==> src/rtl/mdu_pkg.sv <==
// Shared definitions for the multiply/divide unit: datapath width, op codes, FSM states.
// MDU_DIV_EN (optional macro) enables the divider datapath in the files that import this package.
package mdu_pkg;

    localparam int unsigned MDU_XLEN = 32;

    typedef enum logic [1:0] {
        OP_MULT  = 2'b00,
        OP_MULTU = 2'b01,
        OP_DIV   = 2'b10,
        OP_DIVU  = 2'b11
    } mdu_op_e;

    typedef enum logic [1:0] {
        ST_IDLE,
        ST_RUN,
        ST_FIX
    } mdu_state_e;

    function automatic logic op_is_div(input logic [1:0] op);
        return op[1];
    endfunction

    function automatic logic op_is_signed(input logic [1:0] op);
        return ~op[0];
    endfunction

endpackage

==> src/rtl/mdu_iter_core.sv <==
// One iteration of the multiply (shift-add) or restoring divide (shift-subtract) datapath.
// The divide step exists only when MDU_DIV_EN is defined.
module mdu_iter_core
    import mdu_pkg::*;
#(
    parameter int unsigned XLEN = MDU_XLEN
) (
    input  logic [2*XLEN-1:0] acc_i,
    input  logic [XLEN-1:0]   m_i,
`ifdef MDU_DIV_EN
    input  logic              is_div_i,
    input  logic [XLEN-1:0]   rem_i,
    output logic [XLEN-1:0]   rem_o,
`endif
    output logic [2*XLEN-1:0] acc_o
);

    logic [XLEN:0]     sum;
    logic [2*XLEN-1:0] mul_acc;

    // Multiplier bits sit in the low half and are consumed LSB first.
    always_comb begin
        sum     = {1'b0, acc_i[2*XLEN-1:XLEN]} + (acc_i[0] ? {1'b0, m_i} : {(XLEN+1){1'b0}});
        mul_acc = {sum, acc_i[XLEN-1:1]};
    end

`ifdef MDU_DIV_EN
    logic [XLEN:0] shifted;
    logic [XLEN:0] diff;

    // Dividend bits shift out of the low half MSB first; quotient bits shift in behind them.
    always_comb begin
        shifted = {rem_i, acc_i[XLEN-1]};
        diff    = shifted - {1'b0, m_i};
        acc_o   = mul_acc;
        rem_o   = rem_i;
        if (is_div_i) begin
            acc_o = {acc_i[2*XLEN-1:XLEN], acc_i[XLEN-2:0], ~diff[XLEN]};
            rem_o = diff[XLEN] ? shifted[XLEN-1:0] : diff[XLEN-1:0];
        end
    end
`else
    always_comb begin
        acc_o = mul_acc;
    end
`endif

endmodule

==> src/rtl/mult_div_unit.sv <==
// MIPS multiply/divide unit with HI/LO; owns the FSM, iteration counter, sign flags and HI/LO.
// Define MDU_DIV_EN for the divider; otherwise DIV/DIVU report div_by_zero as unsupported.
module mult_div_unit
    import mdu_pkg::*;
#(
    parameter int unsigned XLEN = MDU_XLEN
) (
    input  logic            clk,
    input  logic            rstn,
    input  logic            start,
    input  logic [1:0]      op,
    input  logic [XLEN-1:0] rs_data,
    input  logic [XLEN-1:0] rt_data,
    input  logic            mthi,
    input  logic            mtlo,
    input  logic [XLEN-1:0] wdata,
    output logic            busy,
    output logic            done,
    output logic            div_by_zero,
    output logic [XLEN-1:0] hi,
    output logic [XLEN-1:0] lo
);

    localparam int unsigned CW = $clog2(XLEN);

    mdu_state_e        state_q;
    logic [CW-1:0]     cnt_q;
    logic [XLEN-1:0]   m_q, hi_q, lo_q;
    logic [2*XLEN-1:0] acc_q, acc_d;
    logic              neg_q, dbz_q, busy_q, done_q, dbz_pulse_q;
`ifdef MDU_DIV_EN
    logic              div_q, sign_a_q;
    logic [XLEN-1:0]   rem_q, rem_d;
`endif

    logic              sign_a, sign_b, start_div, start_dbz;
    logic [XLEN-1:0]   mag_a, mag_b;
    logic [2*XLEN-1:0] prod;
    logic [XLEN-1:0]   res_hi, res_lo;

    always_comb begin
        sign_a    = op_is_signed(op) & rs_data[XLEN-1];
        sign_b    = op_is_signed(op) & rt_data[XLEN-1];
        mag_a     = sign_a ? -rs_data : rs_data;
        mag_b     = sign_b ? -rt_data : rt_data;
        start_div = op_is_div(op);
`ifdef MDU_DIV_EN
        start_dbz = start_div && (rt_data == '0);
`else
        start_dbz = start_div;
`endif
    end

    // Sign fix-up applied while in FIX, written to HI/LO on the way back to IDLE.
    always_comb begin
        prod   = neg_q ? -acc_q : acc_q;
        res_hi = prod[2*XLEN-1:XLEN];
        res_lo = prod[XLEN-1:0];
`ifdef MDU_DIV_EN
        if (div_q) begin
            res_lo = neg_q ? -acc_q[XLEN-1:0] : acc_q[XLEN-1:0];
            res_hi = sign_a_q ? -rem_q : rem_q;
        end
`endif
    end

    mdu_iter_core #(.XLEN(XLEN)) u_core (
        .acc_i    (acc_q),
        .m_i      (m_q),
`ifdef MDU_DIV_EN
        .is_div_i (div_q),
        .rem_i    (rem_q),
        .rem_o    (rem_d),
`endif
        .acc_o    (acc_d)
    );

    always_ff @(posedge clk or negedge rstn) begin
        if (!rstn) begin
            state_q     <= ST_IDLE;
            cnt_q       <= '0;
            m_q         <= '0;
            acc_q       <= '0;
            hi_q        <= '0;
            lo_q        <= '0;
            neg_q       <= 1'b0;
            dbz_q       <= 1'b0;
            busy_q      <= 1'b0;
            done_q      <= 1'b0;
            dbz_pulse_q <= 1'b0;
`ifdef MDU_DIV_EN
            div_q       <= 1'b0;
            sign_a_q    <= 1'b0;
            rem_q       <= '0;
`endif
        end else begin
            done_q      <= 1'b0;
            dbz_pulse_q <= 1'b0;
            case (state_q)
                ST_IDLE: begin
                    if (start) begin
                        busy_q <= 1'b1;
                        neg_q  <= sign_a ^ sign_b;
                        dbz_q  <= start_dbz;
                        m_q    <= start_div ? mag_b : mag_a;
                        acc_q  <= {{XLEN{1'b0}}, (start_div ? mag_a : mag_b)};
`ifdef MDU_DIV_EN
                        div_q    <= start_div;
                        sign_a_q <= sign_a;
                        rem_q    <= '0;
`endif
                        // A rejected divide waits one extra cycle in FIX so done lands 2 edges after start.
                        if (start_dbz) begin
                            state_q <= ST_FIX;
                            cnt_q   <= CW'(1);
                        end else begin
                            state_q <= ST_RUN;
                            cnt_q   <= CW'(XLEN-1);
                        end
                    end else begin
                        if (mthi) hi_q <= wdata;
                        if (mtlo) lo_q <= wdata;
                    end
                end
                ST_RUN: begin
                    acc_q <= acc_d;
`ifdef MDU_DIV_EN
                    rem_q <= rem_d;
`endif
                    if (cnt_q == '0) state_q <= ST_FIX;
                    else             cnt_q   <= cnt_q - 1'b1;
                end
                ST_FIX: begin
                    if (cnt_q != '0) begin
                        cnt_q <= cnt_q - 1'b1;
                    end else begin
                        state_q     <= ST_IDLE;
                        busy_q      <= 1'b0;
                        done_q      <= 1'b1;
                        dbz_pulse_q <= dbz_q;
                        if (!dbz_q) begin
                            hi_q <= res_hi;
                            lo_q <= res_lo;
                        end
                    end
                end
                default: state_q <= ST_IDLE;
            endcase
        end
    end

    assign busy        = busy_q;
    assign done        = done_q;
    assign div_by_zero = dbz_pulse_q;
    assign hi          = hi_q;
    assign lo          = lo_q;

endmodule

==> config.mk <==
export PLATFORM = sky130hd
export DESIGN_NAME = mult_div_unit
export DESIGN_NICKNAME = d
export VERILOG_FILES = /design/src/rtl/mdu_pkg.sv /design/src/rtl/mdu_iter_core.sv /design/src/rtl/mult_div_unit.sv
export SDC_FILE = /design/constraint.sdc
export NUM_CORES = 1
export LEC_CHECK = 0
export ABC_AREA = 0
export CORE_AREA = 4 4 199 201
export CTS_BUF_LIST = sky130_fd_sc_hd__clkbuf_8
export CTS_CLUSTER_SIZE = 14
export DETAILED_ROUTE_END_ITERATION = 12
export DIE_AREA = 0 0 203 205
export PLACE_DENSITY = 0.51
export SLEW_MARGIN = 15
export SYNTH_ARGS = -nofsm -noshare
export SYNTH_HDL_FRONTEND = slang
export SYNTH_HIERARCHICAL = 1
export SYNTH_SLANG_ARGS = --single-unit
==> constraint.sdc <==
create_clock -name clk -period 8.6 [get_ports clk]
set_input_delay 1.29 -clock clk [delete_from_list [all_inputs] [get_ports clk]]
set_output_delay 1.29 -clock clk [all_outputs]
set_load 0.02 [all_outputs]
# --- Word-level counts from Yosys, hierarchy flattened ---
# Cells that the tools add are included.
word_totals:
  regBits: 172
  latch_bits: 0
  mem_bits_rw: 0
  rom_bits: 0
  input_bits: 103
  word_cells: 79
  n_memories: 0
op_classes:
  addsub: 5
  multipliers: 0
  n_div: 0
  magnitude_cmp: 0
  n_eq_ne: 11
  shifts: 0
  mux: 35
  n_bitwise: 4
  reduce_logical: 13
op_table:
  columns: ["op", "n"]
  rows:
  - ["32-bit two-way mux", 13]
  - ["64-bit two-way mux", 2]
  - ["32-bit one-hot mux with 2 select lines", 2]
  - ["64-bit one-hot mux with 2 select lines", 1]
  - ["32-bit negation", 2]
  - ["64-bit negation", 1]
  - ["32-bit by 33-bit adder with 33-bit output", 1]
  - ["5-bit two-way mux", 4]
  - ["2-bit inequality test (second input constant)", 9]
  - ["5-bit one-hot mux with 3 select lines", 1]
  - ["5-bit AND reduction", 2]
  - ["2-bit two-way mux", 4]
  - ["1-bit two-way mux", 6]
  - ["2-bit one-hot mux with 3 select lines", 1]
  - ["3-bit AND reduction", 2]
  - ["5-bit zero test", 1]
  - ["5-bit nonzero test", 1]
  - ["5-bit by 1-bit subtractor with 5-bit output (second input constant)", 1]
  - ["2-bit AND reduction", 2]
  - ["4-bit AND reduction", 1]
  - ["2-bit nonzero test", 2]
  - ["3-bit nonzero test", 1]
  - ["1-bit AND", 2]
  - ["2-bit by 1-bit equality test with 1-bit output (second input constant)", 1]
  - ["5 further kinds", 5]

# --- Longest topological paths before layout ---
# Gate-level depths: netlist of the first run.
depth:
  ltp_word: 6
  depth_mapped: 11
  mapped_depth_nobuf: 10

# --- Cells and area by module ---
# Netlist of the first run, hierarchy kept.
by_module_without_submodules:
  columns: ["module", "n_inst", "cells_each", "area_each_um2", "seq_area_each_um2"]
  rows:
  - ["mult_div_unit", 1, 1200, 10612.7, 4304.1]
  - ["mdu_iter_core", 1, 353, 2428.6, 0.0]

# --- Worst setup path after synthesis of the first run ---
# No wires, ideal clock.
synth_path:
  kind: "input to register"
  startpoint: "input port rs_data[21]"
  endpoint: "register acc_q[29]"
  setup_time_ps: 95
  t_arrival_ps: 3219
  slack_ps: 5286
  path_stages: 6
  cell_sequence: "or4_1 > or4_1 > o41ai_1 > xor2_1 > o311a_1 > o31ai_1"
synth_via:
  elab_chain_len: 5
synth_rtl:
  columns: ["item", "line", "text"]
  rows:
  - ["start: declaration", "mult_div_unit.sv:12", "input logic [XLEN-1:0] rs_data,"]
  - ["32-bit negation", "mult_div_unit.sv:44", "mag_a = sign_a ? -rs_data : rs_data;"]
  - ["32-bit two-way mux", "mult_div_unit.sv:44", null]
  - ["32-bit two-way mux", "mult_div_unit.sv:106", "acc_q <= {{XLEN{1'b0}}, (start_div ? mag_a : mag_b)};"]
  - ["64-bit two-way mux", "mult_div_unit.sv:101", "if (start) begin"]
  - ["64-bit one-hot mux with 2 select lines", "mult_div_unit.sv:99", "case (state_q)"]
  - ["end signal: assignment", "mult_div_unit.sv:106", null]
  - ["end: declaration", "mult_div_unit.sv:29", "logic [2*XLEN-1:0] acc_q, acc_d;"]
# No other way between the ends. The select of a mux whose other input is x is not followed.
# A chain may end at the register's enable or synchronous reset.

# --- Worst setup path after layout of the first run ---
layout_path:
  startpoint: "register acc_q[0]"
  endpoint: "register acc_q[57]"
layout_via:
  elab_chain_len: 3
layout_rtl:
  columns: ["item", "line", "text"]
  rows:
  - ["32-bit two-way mux", "mdu_iter_core.sv:23", "sum = {1'b0, acc_i[2*XLEN-1:XLEN]} + (acc_i[0] ? {1'b0, m_i} : {(XLEN+1){1'b0}});"]
  - ["32-bit by 33-bit adder with 33-bit output", "mdu_iter_core.sv:23", null]
  - ["named net acc_d[57]", "mult_div_unit.sv:29", null]
  - ["64-bit one-hot mux with 2 select lines", "mult_div_unit.sv:99", null]
# The timed path passes the listed nets, and every way through them passes these cells.

==> impl_metrics.csv, run 1 <==
group,metric,value,unit
sta,rsz0062_at_grt,"no",
floorplan,ioPinCount,170,
logic_synthesis,synth_edf_count,0,
logic_synthesis,avgSynthCellArea,8.40,µm²
floorplan,initial_core_util,34.7,%
logic_synthesis,synth_area,13000,µm²
placement,hpwlAfterDp,37800,µm
global_route,overflow,0,
global_route,grt_max_degree,66,
floorplan,row_count,71,
power,ir_drop,0.000143,V
drt,vias,12400,
logic_synthesis,async_flop_share,100,%
run,max_cap_viol_count,0,
finish,fin_util,40.9,%
logic_synthesis,yosysSeqAreaShare,33.0,%
logic_synthesis,ys_types,77,
cts,insertion_delay,490,ps
logic_synthesis,ys.flop_type,"dfrtp_1",
floorplan,die_area,41600,µm²
logic_synthesis,synth-seq-cells,172,
cts,ctsResizeCount,0,
hold_path,hold_class,"reg2reg",
drt,firstDrtPassIters,7,
floorplan,die_w,203,µm
global_route,antenna_found_initial,0,
cts,numCtsBuffers,17,
logic_synthesis,yosys_warnings,6,
setup_path,arrival,4390,ps
outcome,status,"completed",
drt,ant_nets,0,
power,cellLeakagePower,6.27,nW
cts,cts_sinks,172,
setup_path,r2r_start,"acc_q[0]$_DFFE_PN0P_",
sta,max-slew-margin-rel,31.2,%
sta,fin_crit_sh,46.2,%
setup_path,critPathRequiredTime,9020,ps
finish,drive_gt1_share,5.64,%
drt,drtIter0Drc,907,
logic_synthesis,synth_nets,1697,
placement,numPortBuffers,169,
setup_path,endpoint_kind,"register",
cts,hold_buffers,0,
drt,wl_per_cell,22.2,µm
setup_path,crit_type,"reg2reg",
setup_path,setup.worst_path.start,"acc_q[0]$_DFFE_PN0P_",
cts,htreeDepth,4,
hold_path,min_from,"m_q[6]$_DFFE_PN0P_",
power,fin_total_pwr,5.39,mW
setup_path,crit_fanout,36,
finish,n_antenna_cell,0,
finish,fin_nets,1780,
floorplan,core,37600,µm²
logic_synthesis,syn_inst,1553,
setup_path,worstSetupStartpointType,"register",
sta,tightest_slew,1030,ps
sta,fmax,252,MHz
drt,detail_route.drc_violations,0,
placement,dp_worst_setup_slack,4330,ps
drt,drt-total-wl,47900,µm
sta,finalClockSkew,23.2,ps
sta,min_period,3980,ps
global_route,grt.total_usage,22.8,%
cts,post_cts_buffers,0,
cts,clockBufferDepth,2,
sta,hold_viol,0,
drt,via_per_inst,5.72,
global_route,grt_pass1_wl,74200,µm
sta,slew_viol_final,0,
placement,gp_congestion,0.918,
sta,setup_viol,0,
power,power_density,351,nW/µm²
finish,area_growth_syn_to_layout,17.8,%
cts,clk_pin_slew,100,ps
cts,cts_tree,"built",
floorplan,fp.dieH,205,µm
global_route,grt_pass1_vias,12000,
sta,tns,0,ps
sta,timing.final.ws_setup,4620,ps
cts,cts-root-buf,"clkbuf_8",
## final cells by class
type	instances	area, µm²
tap	511	639
inverter	32	120
fill	3853	22200
clock inverter	15	178
timing repair buffer	189	1840
multi-input combinational	1224	8040
clock buffer	17	234
sequential	172	4300
## sequential cells by signal, indices dropped and copies added (netlist names), 2 cells and up
signal / cells
cnt_q: 5
m_q: 32
state_q: 2
lo: 32
hi: 32
acc_q: 64
## per-layer routing
layer  global-route usage, %  vias up  share of wire, %
met5                       0        -                 0
met4                    4.63        0               1.5
met3                    3.58       34               5.9
met2                    35.8      454                44
met1                    33.4     5950                48
li1                        -     5926                 -
## path summary, 6_finish.rpt
check | end | slack (ps) | cells past startpoint
max in group asynchronous | acc_q[1]$_DFFE_PN0P_ | 6610 | 2
max | acc_q[57]$_DFFE_PN0P_ | 4620 | 10
min reg2reg | m_q[6]$_DFFE_PN0P_ | 480 | 2
min | m_q[6]$_DFFE_PN0P_ | 480 | 2
min in group asynchronous | hi[30]$_DFFE_PN0P_ | 720 | 1
max reg2reg | acc_q[57]$_DFFE_PN0P_ | 4620 | 10
## per-stage QoR
stage               area [µm²]  hold WS [ps]  std cells
floorplan                13000           442       1553
global placement         15000           456       2128
detailed placement       15000           466       2128
CTS                      15400           488       2160
global route             15400           507       2160
finish                   15400           478       2160
## cell families (layout without fill, tap and decap cells)
| family | Yosys count | count (layout) | synth area share [%] |
|---|---|---|---|
| simple gates | 530 | 530 | 20.4 |
| compound gates | 497 | 497 | 26.4 |
| mux | 21 | 21 | 1.68 |
| flops | 172 | 172 | 33.0 |
| fa+ha+maj | 41 | 41 | 3.99 |
| xor+xnor | 135 | 135 | 9.07 |
| buf+inv | 157 | 253 | 5.49 |
## power breakdown
part,switching [mW],internal (mW),total (mW)
sequential,0.484,1.18,1.66
clock,0.358,0.269,0.628
combinational,1.86,1.24,3.10
total,2.70,2.69,5.39
## synth_stat cells (31+ instances only)
cell	n	area, µm²
and2_1	39	244
nand3_1	31	155
nand2_1	131	492
dfrtp_1	172	4300
clkbuf_1	82	308
nor3_1	33	165
o21ai_0	102	510
nor2_1	139	522
inv_1	31	116
buf_4	32	240
ha_1	40	500
a21oi_1	103	515
xnor2_1	53	464
a22o_1	36	315
a21o_1	32	240
xor2_1	82	718
## worst max-delay path, cell delays in order, from the launching register on
cell       delay, ps
dfrtp_1          770
and2_1           360
ha_1             220
fa_1             440
a211oi_2         290
o211ai_2         160
a2111oi_4        600
nor3b_2          180
o2111a_1         260
a311oi_1         420
a22o_1           190
## placed cells by master (no fill, tap or decap), drive strengths merged, types with 24 or more instances in the layout
master         Yosys  final
clkdlybuf4s50      0    168
nand2            131    131
and2              40     40
ha                40     40
dfrtp            172    172
nor2             139    139
nor3              33     33
xnor2             53     53
a21oi            103    103
xor2              82     82
nor4              24     24
o41ai             26     26
o21ai            104    104
a21o              33     33
a221oi            24     24
a22o              36     36
inv               31     39
o31ai             25     25
nand3             31     31
o221ai            24     24
or3               28     28
Note: power is estimated with default switching activity, not from simulation.
==> run 2: changes to the inputs <==
==> constraint.sdc (replaced) <==
create_clock -name clk -period 4.1 [get_ports clk]
set_input_delay 0.615 -clock clk [delete_from_list [all_inputs] [get_ports clk]]
set_output_delay 0.615 -clock clk [all_outputs]
set_load 0.02 [all_outputs]
==> run 2 against run 1 <==
  * Core utilization rose by 0.37 points
  * Highest routed layer unchanged
  * Register-to-register slack got worse by 3900 ps
  * Largest power group unchanged
  * Clock skew fell by 1.5 ps
  * Sequential power rose by 110%
==> impl_metrics.csv, run 2 (synthesis gave the netlist of run 1 again) <==
group,metric,value,unit
placement,gp_congestion,0.919,
finish,n_antenna_cell,0,
cts,post_cts_buffers,0,
setup_path,arrival,3740,ps
sta,holdWs,191,ps
outcome,status,"completed",
placement,hpwlAfterDp,38900,µm
drt,via_per_inst,5.81,
setup_path,setup.worst_path.start,"acc_q[0]$_DFFE_PN0P_",
sta,tightest_slew,1040,ps
drt,drt-total-wl,49600,µm
power,ir_drop,0.000233,V
sta,fin_crit_sh,82.3,%
global_route,grt_max_degree,93,
cts,ctsResizeCount,0,
finish,fin_util,41.2,%
finish,multi_input_area,8040,µm²
floorplan,fp.dieH,205,µm
global_route,grt_pass1_vias,12400,
sta,slew_viol_final,0,
cts,numCtsBuffers,17,
power,cellLeakagePower,6.36,nW
setup_path,endpoint_kind,"register",
power,fin_total_pwr,11.4,mW
floorplan,initial_core_util,34.7,%
setup_path,crit_type,"reg2reg",
setup_path,crit_fanout,7,
floorplan,core,37600,µm²
finish,mostFrequentLayoutCell,"dfrtp_1",
finish,seqCellArea,4300,µm²
cts,insertion_delay,490,ps
finish,top_register,"acc_q",
drt,vias,12700,
global_route,grt.total_usage,23.3,%
finish,drive_gt1_share,6.54,%
global_route,grt_pass1_wl,75700,µm
cts,clockBufferDepth,2,
finish,final_cells,2178,
sta,finalClockSkew,21.7,ps
floorplan,row_count,71,
sta,rsz0062_at_grt,"no",
drt,detail_route.drc_violations,0,
floorplan,ioPinCount,170,
cts,clk_pin_slew,90,ps
hold_path,hold_class,"in2async",
drt,drtIter0Drc,1074,
sta,max-slew-margin-rel,30.3,%
finish,largest_reg_flops,64,
placement,dp_worst_setup_slack,462,ps
cts,cts_tree,"built",
placement,place_inst,2146,
cts,cts-root-buf,"clkbuf_8",
global_route,antenna_found_initial,0,
sta,fmax,296,MHz
finish,fill_cells,3839,
global_route,overflow,0,
finish,area_growth_syn_to_layout,18.9,%
sta,hold_viol,0,
floorplan,die_area,41600,µm²
placement,placed_area,15100,µm²
sta,timing.final.ws_setup,726,ps
sta,tns,0,ps
drt,wl_per_cell,22.8,µm
setup_path,r2r_end,"acc_q[55]$_DFFE_PN0P_",
cts,hold_buffers,0,
floorplan,die_w,203,µm
setup_path,critPathRequiredTime,4470,ps
placement,numPortBuffers,169,
finish,fin_area,15500,µm²
power,power_density,736,nW/µm²
run,max_cap_viol_count,0,
cts,htreeDepth,4,
finish,fin_nets,1798,
sta,min_period,3370,ps
drt,firstDrtPassIters,6,
cts,cts_sinks,172,
finish,final_cell_mix,"dfrtp_1 (172), clkdlybuf4s50_1 (168), nor2_1 (138)",
sta,setup_viol,0,
setup_path,r2r_start,"acc_q[0]$_DFFE_PN0P_",
drt,ant_nets,0,
setup_path,reg2reg_depth,11,
setup_path,r2r_setup_slack,730,ps
setup_path,worstSetupStartpointType,"register",
-- run 2: cell types whose count changed in the layout (fill, tap and decap cells not counted), sizes merged --
cell and delta:
buf +18, clkinv -1, inv -2, clkbuf +2, clkinvlp +1
-- run 2: worst max path at each step --
stage,to,cells after the start
2_1_floorplan,acc_q[55]$_DFFE_PN0P_,10
3_3_place_gp,acc_q[27]$_DFFE_PN0P_,7
3_5_place_dp,acc_q[27]$_DFFE_PN0P_,7
4_1_cts,acc_q[55]$_DFFE_PN0P_,11
5_1_grt,acc_q[61]$_DFFE_PN0P_,10
6_report,acc_q[55]$_DFFE_PN0P_,11
-- run 2: metal layers --
layer,track usage [%],part of all wire (%)
met1,33.4,47
met2,35.7,43
met4,8.17,3.2
met5,0,0
met3,3.94,6.4
-- run 2: layout make-up --
cell class                      count  area share (%)
Tap cell                          511            4.12
Clock buffer                       19            1.69
Sequential cell                   172            27.8
Timing Repair Buffer              207            12.8
Clock inverter                     13           0.904
Inverter                           32           0.775
Multi-Input combinational cell   1224            51.9
-- run 2: worst max-delay path, stage by stage, from the launching register on --
cell       delay, ps
dfrtp_1          470
and2_1           200
ha_1             230
fa_1             440
a211oi_2         320
o211ai_2         170
a2111oi_4        380
buf_4            200
nor3b_2           80
or4_1            420
o311a_1          150
a22o_1           200
-- run 2: power by group --
group | internal [mW] | leakage [nW] | switching (mW)
registers | 2.48 | 2.10 | 0.974
logic | 2.66 | 4.05 | 4.01
clock network | 0.579 | 0.206 | 0.706
total | 5.71 | 6.36 | 5.69
==> run 3: changes to the inputs <==
==> constraint.sdc (replaced) <==
create_clock -name clk -period 3.2 [get_ports clk]
set_input_delay 0.48 -clock clk [delete_from_list [all_inputs] [get_ports clk]]
set_output_delay 0.48 -clock clk [all_outputs]
set_load 0.02 [all_outputs]
==> run 3 against run 2 <==
  * Power up 34%
  * Worst setup slack worse by 620 ps
  * Final cell count up 3.4%
  * Design area up 4.6%
  * Non-clock buffer count up 75
  * First-iteration DRC count down 22%
  * Routed wire length up 2.4%
  * Clock skew down 4.7 ps
  * Critical path type unchanged
  * Highest routed layer unchanged
==> impl_metrics.csv, run 3 (synthesis gave the netlist of run 1 again) <==
group,metric,value,unit
finish,fin_nets,1873,
floorplan,initial_core_util,34.7,%
finish,top_register,"acc_q",
outcome,status,"completed",
sta,setup_viol,0,
global_route,overflow,0,
cts,clockBufferDepth,2,
sta,fmax,323,MHz
sta,slew_viol_final,0,
power,ir_drop,0.000313,V
sta,hold_viol,0,
cts,numCtsBuffers,17,
global_route,grt_pass1_vias,12300,
drt,firstDrtPassIters,7,
setup_path,critPathSlowestCell,"fa_1",
power,power_density,942,nW/µm²
placement,place_inst,2219,
placement,numPortBuffers,169,
finish,final_cell_mix,"dfrtp_1 (172), clkdlybuf4s50_1 (168), nor2_1 (138)",
floorplan,core,37600,µm²
power,cellLeakagePower,6.79,nW
placement,gp_congestion,0.961,
global_route,grt.total_usage,23.8,%
setup_path,slowest_delay,440,ps
sta,tightest_slew,977,ps
floorplan,fp.dieH,205,µm
cts,cts_tree,"built",
finish,drive_gt1_share,10.8,%
finish,n_antenna_cell,0,
drt,drtIter0Drc,834,
cts,clk_pin_slew,100,ps
cts,insertion_delay,490,ps
global_route,grt_max_degree,64,
sta,fin_crit_sh,96.7,%
drt,via_per_inst,5.71,
floorplan,row_count,71,
run,max_cap_viol_count,0,
sta,rsz0062_at_grt,"no",
setup_path,critPathRequiredTime,3580,ps
sta,finalClockSkew,17.0,ps
placement,hpwlAfterDp,40700,µm
drt,wl_per_cell,22.5,µm
finish,seqCellArea,4300,µm²
sta,tns,0,ps
cts,htreeDepth,4,
drt,drt-total-wl,50700,µm
floorplan,die_w,203,µm
floorplan,ioPinCount,170,
setup_path,worstSetupStartpointType,"register",
drt,ant_nets,0,
global_route,grt_pass1_wl,77000,µm
cts,cts_sinks,172,
drt,vias,12900,
finish,area_growth_syn_to_layout,24.3,%
finish,largest_reg_flops,64,
finish,fill_cells,3803,
sta,max-slew-margin-rel,34.4,%
setup_path,crit_chain,"and2_1, ha_1, fa_1, a211oi_2, o211ai_2, a2111oi_4, nor3b_4, or4_1, o311a_1, a22o_1",
hold_path,hold_class,"reg2reg",
finish,mostFrequentLayoutCell,"dfrtp_1",
setup_path,crit_type,"reg2reg",
drt,detail_route.drc_violations,0,
sta,min_period,3090,ps
cts,cts-root-buf,"clkbuf_8",
global_route,antenna_found_initial,0,
setup_path,endpoint_kind,"register",
setup_path,arrival,3470,ps
finish,final_cells,2253,
finish,multi_input_area,8070,µm²
setup_path,crit_fanout,6,
floorplan,die_area,41600,µm²
==> run 3: layout make-up <==
class                           count  share of cell area [%]
Clock inverter                     15                    1.40
Tap cell                          511                    3.94
Sequential cell                   172                    26.6
Multi-Input combinational cell   1224                    49.8
Inverter                           32                   0.741
Timing Repair Buffer              282                    16.2
Clock buffer                       17                    1.44
==> run 3: critical path, delay by kind of cell (launching register included) <==
kind,cells,cell delay [ps]
adders and majority gates,2,660
AOI/OAI and AO/OA,5,1210
and+or+nand+nor,3,700
DFF,1,410
==> run 3: repair_timing <==
item	CTS	global route
gates resized for setup	0	4
hold buffers	1	0
setup buffers	0	1
endpoints found under the hold margin	3	0
setup endpoints to repair	0	8
==> run 3: where the power goes <==
group	leakage, nW	switching (mW)	internal [mW]
Clock	0.231	0.979	0.889
Combinational	4.46	5.40	3.76
Sequential	2.10	1.07	3.17
Total	6.79	7.46	7.82
==> run 3: per-stage QoR <==
step                      utilization [%]  worst slack, ps  cell area, µm²  power, mW  hold slack (ps)
after CTS                            43.1             40.2           16200       15.2              491
final                                43.1              105           16200       15.3              485
after global routing                 43.1             11.5           16200       16.3              504
after detailed placement             41.8             65.8           15700       13.4              466
after global placement               41.8             61.3           15700       13.3              462
after floorplan                         -              203           13000       9.82              184
==> run 3: layer usage <==
| metal | track usage, % | wire, µm |
|---|---|---|
| met5 | 0 | 0 |
| met4 | 5.60 | 941 |
| met3 | 3.40 | 2950 |
| met2 | 37.6 | 22600 |
| met1 | 34.6 | 24200 |
==> run 3: path summary, 6_finish.rpt <==
| path | cells after the start | to | slack, ps | from |
|---|---|---|---|---|
| setup / recovery | 10 | acc_q[55]$_DFFE_PN0P_ | 110 | acc_q[0]$_DFFE_PN0P_ |
| hold / removal | 1 | lo[16]$_DFFE_PN0P_ | 490 | lo[16]$_DFFE_PN0P_ |
| setup reg to reg | 10 | acc_q[55]$_DFFE_PN0P_ | 110 | acc_q[0]$_DFFE_PN0P_ |
| hold reg to reg | 1 | lo[16]$_DFFE_PN0P_ | 490 | lo[16]$_DFFE_PN0P_ |
| max in group asynchronous | 3 | lo[3]$_DFFE_PN0P_ | 1950 | rstn |
| min in group asynchronous | 2 | hi[18]$_DFFE_PN0P_ | 560 | rstn |
